### src/rtl/matvec_pkg.sv
// Shared types and sizing helpers for the matvec_systolic engine.
package matvec_pkg;

   typedef enum logic [1:0] {IDLE, LOAD, RUN, DONE} matvec_state_t;

   localparam int DEF_ROWS = 8;
   localparam int DEF_COLS = 8;

   function automatic int ldcnt_w(input int rows, input int cols);
      return $clog2(cols + rows * cols + 1);
   endfunction

   function automatic int runcnt_w(input int rows, input int cols);
      return $clog2(rows + cols);
   endfunction

   // Index width that never collapses to zero bits for single-entry arrays.
   function automatic int idx_w(input int n);
      return (n > 1) ? $clog2(n) : 1;
   endfunction

   localparam int LDCNT_W  = ldcnt_w(DEF_ROWS, DEF_COLS);
   localparam int RUNCNT_W = runcnt_w(DEF_ROWS, DEF_COLS);

endpackage

### src/rtl/matvec_mac.sv
// One multiply-accumulate lane of the systolic row.
// MATVEC_SIGNED_EN selects two's-complement operands; default is unsigned.
module matvec_mac
   import matvec_pkg::*;
#(
   parameter int DW = 8,
   parameter int AW = 24
)(
   input  logic          clk,
   input  logic          rst_n,
   input  logic          clr,
   input  logic          en,
   input  logic [DW-1:0] a,
   input  logic [DW-1:0] b,
   output logic [AW-1:0] acc
);

   logic [AW-1:0] prod_ext;

`ifdef MATVEC_SIGNED_EN
   logic signed [2*DW-1:0] prod;
   // Operands widened first so the low 2*DW bits hold the exact signed product.
   assign prod     = $signed({{DW{a[DW-1]}}, a}) * $signed({{DW{b[DW-1]}}, b});
   assign prod_ext = AW'(prod);
`else
   logic [2*DW-1:0] prod;
   assign prod     = {{DW{1'b0}}, a} * {{DW{1'b0}}, b};
   assign prod_ext = AW'(prod);
`endif

   always_ff @(posedge clk or negedge rst_n) begin
      if (!rst_n)
         acc <= '0;
      else if (clr)
         acc <= '0;
      else if (en)
         acc <= acc + prod_ext;
   end

endmodule

### src/rtl/matvec_systolic.sv
// Matrix-vector engine: streams B then row-major A into buffers, runs a skewed MAC row.
// Build option MATVEC_SIGNED_EN (in matvec_mac) switches to signed operands.
module matvec_systolic
   import matvec_pkg::*;
#(
   parameter int ROWS = 8,
   parameter int COLS = 8,
   parameter int DW   = 8,
   parameter int AW   = 24
)(
   input  logic               clk,
   input  logic               rst_n,
   input  logic               clr,
   input  logic               start,
   input  logic               ld_valid,
   input  logic [DW-1:0]      ld_data,
   output logic               ld_ready,
   output logic               busy,
   output logic               done,
   output logic               res_valid,
   output logic [ROWS*AW-1:0] result
);

   localparam int LD_W  = ldcnt_w(ROWS, COLS);
   localparam int RUN_W = runcnt_w(ROWS, COLS);
   localparam int COL_W = idx_w(COLS);
   localparam int ROW_W = idx_w(ROWS);

   localparam logic [LD_W-1:0]  LD_LAST  = LD_W'(COLS + ROWS * COLS - 1);
   // One extra flush cycle covers the registered buffer read ahead of the MACs.
   localparam logic [RUN_W-1:0] RUN_LAST = RUN_W'(ROWS + COLS - 1);

   matvec_state_t     state_reg, state_next;
   logic [LD_W-1:0]   ld_cnt_reg;
   logic [COL_W-1:0]  wr_col_reg;
   logic [ROW_W-1:0]  wr_row_reg;
   logic [RUN_W-1:0]  t_reg;
   logic              done_reg;
   logic              start_ok, beat, a_phase, acc_clr;

   logic [DW-1:0]     b_mem [COLS];
   logic [DW-1:0]     b_pipe_reg [ROWS];

   assign start_ok  = start && !clr && (state_reg == IDLE || state_reg == DONE);
   assign ld_ready  = (state_reg == LOAD) && !clr;
   assign beat      = ld_valid && ld_ready;
   assign a_phase   = int'(ld_cnt_reg) >= COLS;
   assign acc_clr   = clr || start_ok;
   assign busy      = (state_reg == LOAD) || (state_reg == RUN);
   assign res_valid = (state_reg == DONE);
   assign done      = done_reg;

   always_ff @(posedge clk or negedge rst_n) begin
      if (!rst_n)
         state_reg <= IDLE;
      else
         state_reg <= state_next;
   end

   always_comb begin
      state_next = state_reg;
      if (clr) begin
         state_next = IDLE;
      end else begin
         unique case (state_reg)
            IDLE:    if (start) state_next = LOAD;
            LOAD:    if (beat && ld_cnt_reg == LD_LAST) state_next = RUN;
            RUN:     if (t_reg == RUN_LAST) state_next = DONE;
            DONE:    if (start) state_next = LOAD;
            default: state_next = IDLE;
         endcase
      end
   end

   always_ff @(posedge clk or negedge rst_n) begin
      if (!rst_n) begin
         ld_cnt_reg <= '0;
         wr_col_reg <= '0;
         wr_row_reg <= '0;
         t_reg      <= '0;
         done_reg   <= 1'b0;
      end else if (clr) begin
         ld_cnt_reg <= '0;
         wr_col_reg <= '0;
         wr_row_reg <= '0;
         t_reg      <= '0;
         done_reg   <= 1'b0;
      end else begin
         done_reg <= (state_reg == RUN) && (t_reg == RUN_LAST);
         t_reg    <= (state_reg == RUN) ? t_reg + RUN_W'(1) : '0;
         if (start_ok) begin
            ld_cnt_reg <= '0;
            wr_col_reg <= '0;
            wr_row_reg <= '0;
         end else if (beat) begin
            ld_cnt_reg <= ld_cnt_reg + LD_W'(1);
            if (wr_col_reg == COL_W'(COLS - 1)) begin
               wr_col_reg <= '0;
               if (a_phase)
                  wr_row_reg <= wr_row_reg + ROW_W'(1);
            end else begin
               wr_col_reg <= wr_col_reg + COL_W'(1);
            end
         end
      end
   end

   // B buffer read feeds stage 0; each further stage delays B one lane's worth of skew.
   always_ff @(posedge clk) begin
      if (beat && !a_phase)
         b_mem[wr_col_reg] <= ld_data;
      if (state_reg == RUN && int'(t_reg) < COLS)
         b_pipe_reg[0] <= b_mem[COL_W'(t_reg)];
      for (int i = 1; i < ROWS; i++)
         b_pipe_reg[i] <= b_pipe_reg[i-1];
   end

   for (genvar gi = 0; gi < ROWS; gi++) begin : g_lane
      logic [DW-1:0] a_mem [COLS];
      logic [DW-1:0] a_rd_reg;
      logic          en_reg;
      logic          lane_en;
      logic [AW-1:0] acc;

      assign lane_en = (state_reg == RUN) && (int'(t_reg) >= gi) && (int'(t_reg) < gi + COLS);

      always_ff @(posedge clk) begin
         if (beat && a_phase && wr_row_reg == ROW_W'(gi))
            a_mem[wr_col_reg] <= ld_data;
         if (lane_en)
            a_rd_reg <= a_mem[COL_W'(int'(t_reg) - gi)];
      end

      // Gated by clr so a read already in flight cannot land after an abort.
      always_ff @(posedge clk or negedge rst_n) begin
         if (!rst_n)
            en_reg <= 1'b0;
         else
            en_reg <= lane_en && !clr;
      end

      matvec_mac #(.DW(DW), .AW(AW)) u_mac (
         .clk   (clk),
         .rst_n (rst_n),
         .clr   (acc_clr),
         .en    (en_reg),
         .a     (a_rd_reg),
         .b     (b_pipe_reg[gi]),
         .acc   (acc)
      );

      assign result[gi*AW +: AW] = acc;
   end

endmodule

### config.mk
export PLATFORM = sky130hd
export DESIGN_NAME = matvec_systolic
export DESIGN_NICKNAME = d
export VERILOG_FILES = /design/src/rtl/matvec_pkg.sv /design/src/rtl/matvec_mac.sv /design/src/rtl/matvec_systolic.sv
export SDC_FILE = /design/constraint.sdc
export NUM_CORES = 2
export LEC_CHECK = 0
export ABC_AREA = 1
export BUFFER_PORTS_ARGS = -buffer_cell sky130_fd_sc_hd__buf_4
export CELL_PAD_IN_SITES_DETAIL_PLACEMENT = 0
export CELL_PAD_IN_SITES_GLOBAL_PLACEMENT = 1
export CORE_MARGIN = 2
export CORE_UTILIZATION = 53
export CTS_CLUSTER_DIAMETER = 80
export DETAILED_ROUTE_END_ITERATION = 16
export PLACE_DENSITY_LB_ADDON = 0.1
export REMOVE_ABC_BUFFERS = 1
export SETUP_SLACK_MARGIN = 0.3
export SYNTH_ARGS = -nofsm -noshare
export SYNTH_HDL_FRONTEND = slang
export SYNTH_HIERARCHICAL = 1
export SYNTH_SLANG_ARGS = --single-unit
### constraint.sdc
create_clock -name clk -period 9.6 [get_ports clk]
set_input_delay 0.96 -clock clk [delete_from_list [all_inputs] [get_ports clk]]
set_output_delay 0.96 -clock clk [all_outputs]
set_load 0.01 [all_outputs]
Word level (Yosys, flattened, before mapping):

Memory sizes are Yosys's and may differ from the RTL's. A register that Yosys moved wholly into a read port is not among the register bits.
Cells that the tools add are included.

* logic and storage cells: 207
* memories: 10
* flip-flop bits (word level): 220
* memory bits (writable): 640
* output and inout bits: 196
* bits of input ports: 13

* magnitude comparators: 16
* muxes and demuxes: 56
* add/sub/neg operators: 19
* equal/unequal tests: 16
* reduce and logical (&&, ||, !) cells: 60
* $mul: 8

Memory list
* b_mem: depth 8, width 8, read ports 1, clocked after memory_dff 0, write ports 1, line matvec_systolic.sv:41 `logic [DW-1:0] b_mem [COLS];`
* b_pipe_reg: depth 8, width 8, read ports 8, clocked after memory_dff 0, write ports 8, line matvec_systolic.sv:42 `logic [DW-1:0] b_pipe_reg [ROWS];`
* g_lane[0].a_mem: depth 8, width 8, read ports 1, clocked after memory_dff 1, write ports 1, line matvec_systolic.sv:119 `logic [DW-1:0] a_mem [COLS];`
* g_lane[1].a_mem: depth 8, width 8, read ports 1, clocked after memory_dff 1, write ports 1, line matvec_systolic.sv:119
* g_lane[2].a_mem: depth 8, width 8, read ports 1, clocked after memory_dff 1, write ports 1, line matvec_systolic.sv:119
* g_lane[3].a_mem: depth 8, width 8, read ports 1, clocked after memory_dff 1, write ports 1, line matvec_systolic.sv:119
* +4 memories

Operators with widths (number)
* 24-bit 2-to-1 mux: 16
* 24-bit by 16-bit adder with 24-bit output: 8
* 8-bit by 8-bit multiplier with 16-bit output: 8
* 1-bit logical AND: 39
* 4-bit less-than comparator, second input constant: 8
* 3-bit 2-to-1 mux: 9
* 1-bit 2-to-1 mux: 21
* 7-bit 2-to-1 mux: 3
* 4-bit by 3-bit greater-or-equal comparator with 1-bit output, second input constant: 4
* 2-bit nonzero test: 8
* 3-bit equality test, second input constant: 5
* 3-bit subtractor, second input constant: 4
* 3-bit nonzero test: 3
* 4-bit by 2-bit greater-or-equal comparator with 1-bit output, second input constant: 2
* 2-bit 2-to-1 mux: 4
* 4-bit 2-to-1 mux: 2
* 7-bit by 1-bit adder with 7-bit output, second input constant: 1
* 7-bit equality test, second input constant: 1
* 7-bit by 4-bit greater-or-equal comparator with 1-bit output, second input constant: 1
* 3-bit by 1-bit adder with 3-bit output, second input constant: 2
* 3-bit by 2-bit equality test with 1-bit output, second input constant: 2
* 2-bit one-hot mux with 3 select lines: 1
* 3-bit AND reduction: 2
* 3-bit by 2-bit subtractor with 3-bit output, second input constant: 2
* other kinds (15): 19

Logic depth before layout (Yosys ltp):

* depth in word-level cells: 7
* mapped depth: 23
* mapped depth without buffers: 22

Cells and area by module:

The synthesis kept the hierarchy.

By module, submodules not included
* matvec_systolic: cells an instance 2276, area an instance 28013.1 um2, times used 1, sequential area each 21280.4 um2
* matvec_mac at g_lane[0].u_mac ...: cells an instance 548, area an instance 3957.5 um2, times used 4, sequential area each 600.6 um2
* matvec_mac at g_lane[5].u_mac ...: cells an instance 540, area an instance 3928.8 um2, times used 2, sequential area each 600.6 um2
* matvec_mac at g_lane[4].u_mac: cells an instance 557, area an instance 3958.8 um2, times used 1, sequential area each 600.6 um2
* matvec_mac at g_lane[7].u_mac: cells an instance 541, area an instance 3897.5 um2, times used 1, sequential area each 600.6 um2

Worst setup path before layout:

Ideal clock, no wire load.

* path type: reg2reg
* start: memory b_pipe_reg[0][7]
* end: register g_lane[0].u_mac.acc[18]
* setup time: 0.119 ns
* clock period less this slack: 4.022 ns
* data arrival time: 3.903 ns
* slack: 5.578 ns
* buffers on the path: 1
* required time: 9.481 ns
* cell stages (with the launch flop): 19
* cells stage by stage: edfxtp_1 -> clkbuf_1 -> nand2_1 -> fa_1 -> fa_1 -> inv_1 -> fa_1 -> inv_1 -> fa_1 -> inv_1 -> ha_1 -> a21oi_2 -> inv_1 -> nand2_1 -> nand3_1 -> nand2_1 -> nand2_2 -> a21oi_1 -> nor2_1

RTL lines
* from (decl): line matvec_systolic.sv:42
* to (signal assigned): line matvec_mac.sv:37 `acc <= acc + prod_ext;`
* to (decl): line matvec_mac.sv:15 `output logic [AW-1:0] acc`

==> reports/metrics.cfg <==
[run_status]
status=finished clean

[setup_path]
required_ps=10170
worstSetupEndpointType=register
crit_arrival_ps=5280
path_max_fanout=10
path_common_cell=nand2_1
critPathSlowestCell=dfxtp_1
worstReg2RegStart=b_pipe_reg[1][4]
reg2regPathDepth=18
cp_num_cells=18
cp_top_family=adder cells
r2r_slack_ps=4900
r2r_end=g_lane[4].u_mac/acc[20]
cp_slowest_stage_delay_ps=880
critPathLaunch=b_pipe_reg[1][4]
crit_buf_inv=3
cp-start-kind=register
path_class=reg2reg
crit_end=g_lane[4].u_mac/acc[20]
path_cells=nand2_1, fa_1, inv_1, fa_1, fa_1, inv_1, fa_1, inv_1, ha_1, nand2_1, nor2_2, nand3_1, nand3_2, nand2_1, nand2_1, nand3_1, nand2_1, nor2_1

[power_and_ir_drop]
p_leak_nw=32.1
pwr-share-clk_pct=25.1
p_comb_share_pct=45.6
power_density_nw_per_um2=243
power_switching_mw=6.74
seqPwrFrac_pct=29.3
p_sw_share_pct=42.4
ir_drop_v=0.000267
p_int_mw=9.16

[placed_design]
port_buffers=208
dp.cells=8103
place_ws_ps=4870
gp_congestion=0.849
dp_hpwl_mm=102

[final_layout]
instances_no_fill=8302
fin_nets=7481
drive_gt1_share_pct=8.63
final_util_pct=58.8
top_regs=g_lane.a_mem x512, g_lane.u_mac/acc x192
top_register=g_lane.a_mem
largest_reg_flops=512
layout_common_cells=nand2_1, inv_1, nor2_1, edfxtp_1, fa_1
area_delta_synth_final_pct=9.80
final_common_cell=nand2_1

[clocking]
cts_buffer_depth=3
htreeDepth=3
insertion_delay_ps=690
path_clk_slew_ps=60
root_buffer=clkbuf_16
ctsHoldBuffers=0
cts_tree=yes
postCtsSetupBuffers=0
numCtsBuffers=103
ctsResizeCount=0
clock_sinks=924

[synthesis]
yosys_warnings=6
synth.distinct_cells=44
syn_inst=6646
syn_avg_cell_area_um2=8.96
async_flop_share_pct=23.8
netlist_area_um2=59600
synth_edf_count=648
yosysSeqAreaShare_pct=43.8
ys_ff_latch=924
synth_ff_type=edfxtp_1

[floorplanning]
io_pins=209
fp.coreArea_um2=111000
rows=122
die_w_um=339
dieArea_um2=115000
die_y_um=339
start_util_pct=53.6

[global_route]
first_global_vias=42000
overflow=0
grt_usage_pct=25.2
grt_pass1_wl_mm=230
antenna_found_initial=6
grt_max_degree=180

[run]
drv_cap=0

[drt]
drtIter0Drc=3025
vias=42600
wl_per_cell_um=17.4
ant_nets=0
wirelength_mm=144
drc=0
firstDrtPassIters=6
vias_per_cell=5.14

[timing]
timing.final.crit_share_pct=49.0
maxClockFrequency_mhz=213
setup_viol=0
min_period_ps=4700
layout_setup_ws_ps=4900
tns_ps=0
drv_slew=0
clock_skew_ps=38.6
rsz0062_at_grt=false
worstMarginPinSlew_ps=1210
slew_headroom_pct=19.6
hold_violations=0

[min_path]
hold_path.class=in2async

[Yosys cell counts (11+ instances only)]
cell	number	area share, %
nand2_1	1442	9.1
inv_1	1270	8.0
nor2_1	806	5.1
edfxtp_1	648	33
fa_1	400	13
ha_1	348	7.3
o21ai_0	323	2.7
dfrtp_1	220	9.2
a21oi_1	201	1.7
o21ai_1	198	1.7
clkbuf_1	172	1.1
nand3_1	160	1.3
nand2_2	79	0.83
dfxtp_1	56	1.9
buf_2	49	0.41
nand3_2	36	0.61
o22ai_1	31	0.33
a21oi_2	23	0.34
buf_6	22	0.42
nor3_1	17	0.14
and2_1	16	0.17
nand3b_1	14	0.18
nor2_2	14	0.15
inv_2	13	0.082
clkinv_1	12	0.076
buf_1	11	0.069
[cells by family after synthesis]
group	synth area share, %
AND/OR/NAND/NOR	18.1
buffers and inverters	10.2
flip-flops	43.8
AO/OA/AOI/OAI	7.05
adder cells (fa/ha/maj)	20.8
XOR/XNOR	0.118
[layer usage]
metal / GRT usage [%] / wire (um) / up-vias / share of wire [%]
met5: 0 / 0 / - / 0
met3: 3.25 / 7570 / 201 / 5.2
li1: - / - / 20900 / -
met1: 35.5 / 65200 / 20500 / 45
met4: 7.68 / 4280 / 0 / 3.0
met2: 40.9 / 67400 / 1037 / 47
[worst register-to-register path: stages (launching register included)]
cell,delay (ps)
dfxtp_1,880
nand2_1,180
fa_1,570
inv_1,50
fa_1,460
fa_1,540
inv_1,50
fa_1,530
inv_1,40
ha_1,370
nand2_1,130
nor2_2,180
nand3_1,150
nand3_2,120
nand2_1,60
nand2_1,90
nand3_1,70
nand2_1,80
nor2_1,40
[final cells by class]
type	instances	area (um^2)
Tap cell	1488	1860
Fill cell	10000	45700
Clock inverter	62	623
Inverter	1295	4870
Timing Repair Buffer	227	1710
Clock buffer	133	2810
Multi-Input combinational cell	4169	27400
Antenna cell	4	10.0
Sequential cell	924	26100
[power groups by stage]
stage	Combinational (mW)	Sequential [mW]	Clock [mW]
after floorplan	5.56	4.64	0
after global placement	7.21	4.74	0
after detailed placement	7.27	4.74	0
after CTS	7.33	4.66	4.07
after global routing	8.46	4.68	4.21
final	7.25	4.66	3.99
[through the flow]
stage	area [um^2]	hold slack, ps	power [mW]
after detailed placement	61900	480	12.0
after global placement	61900	484	12.0
final	65400	237	15.9
after floorplan	58300	422	10.2
after global routing	65400	228	17.3
after CTS	65400	198	16.1
[how the worst min path moves through the flow]
stage               cells past startpoint  slack, ps                 endpoint
finish                                  1        240  g_lane[3].u_mac/acc[12]
floorplan                               0        420        b_pipe_reg[0][16]
detailed placement                      0        480        b_pipe_reg[1][22]
global placement                        0        480        b_pipe_reg[0][27]
CTS                                     1        200  g_lane[3].u_mac/acc[14]
global route                            1        230  g_lane[7].u_mac/acc[12]
Note: power is estimated with default switching activity, not from simulation.
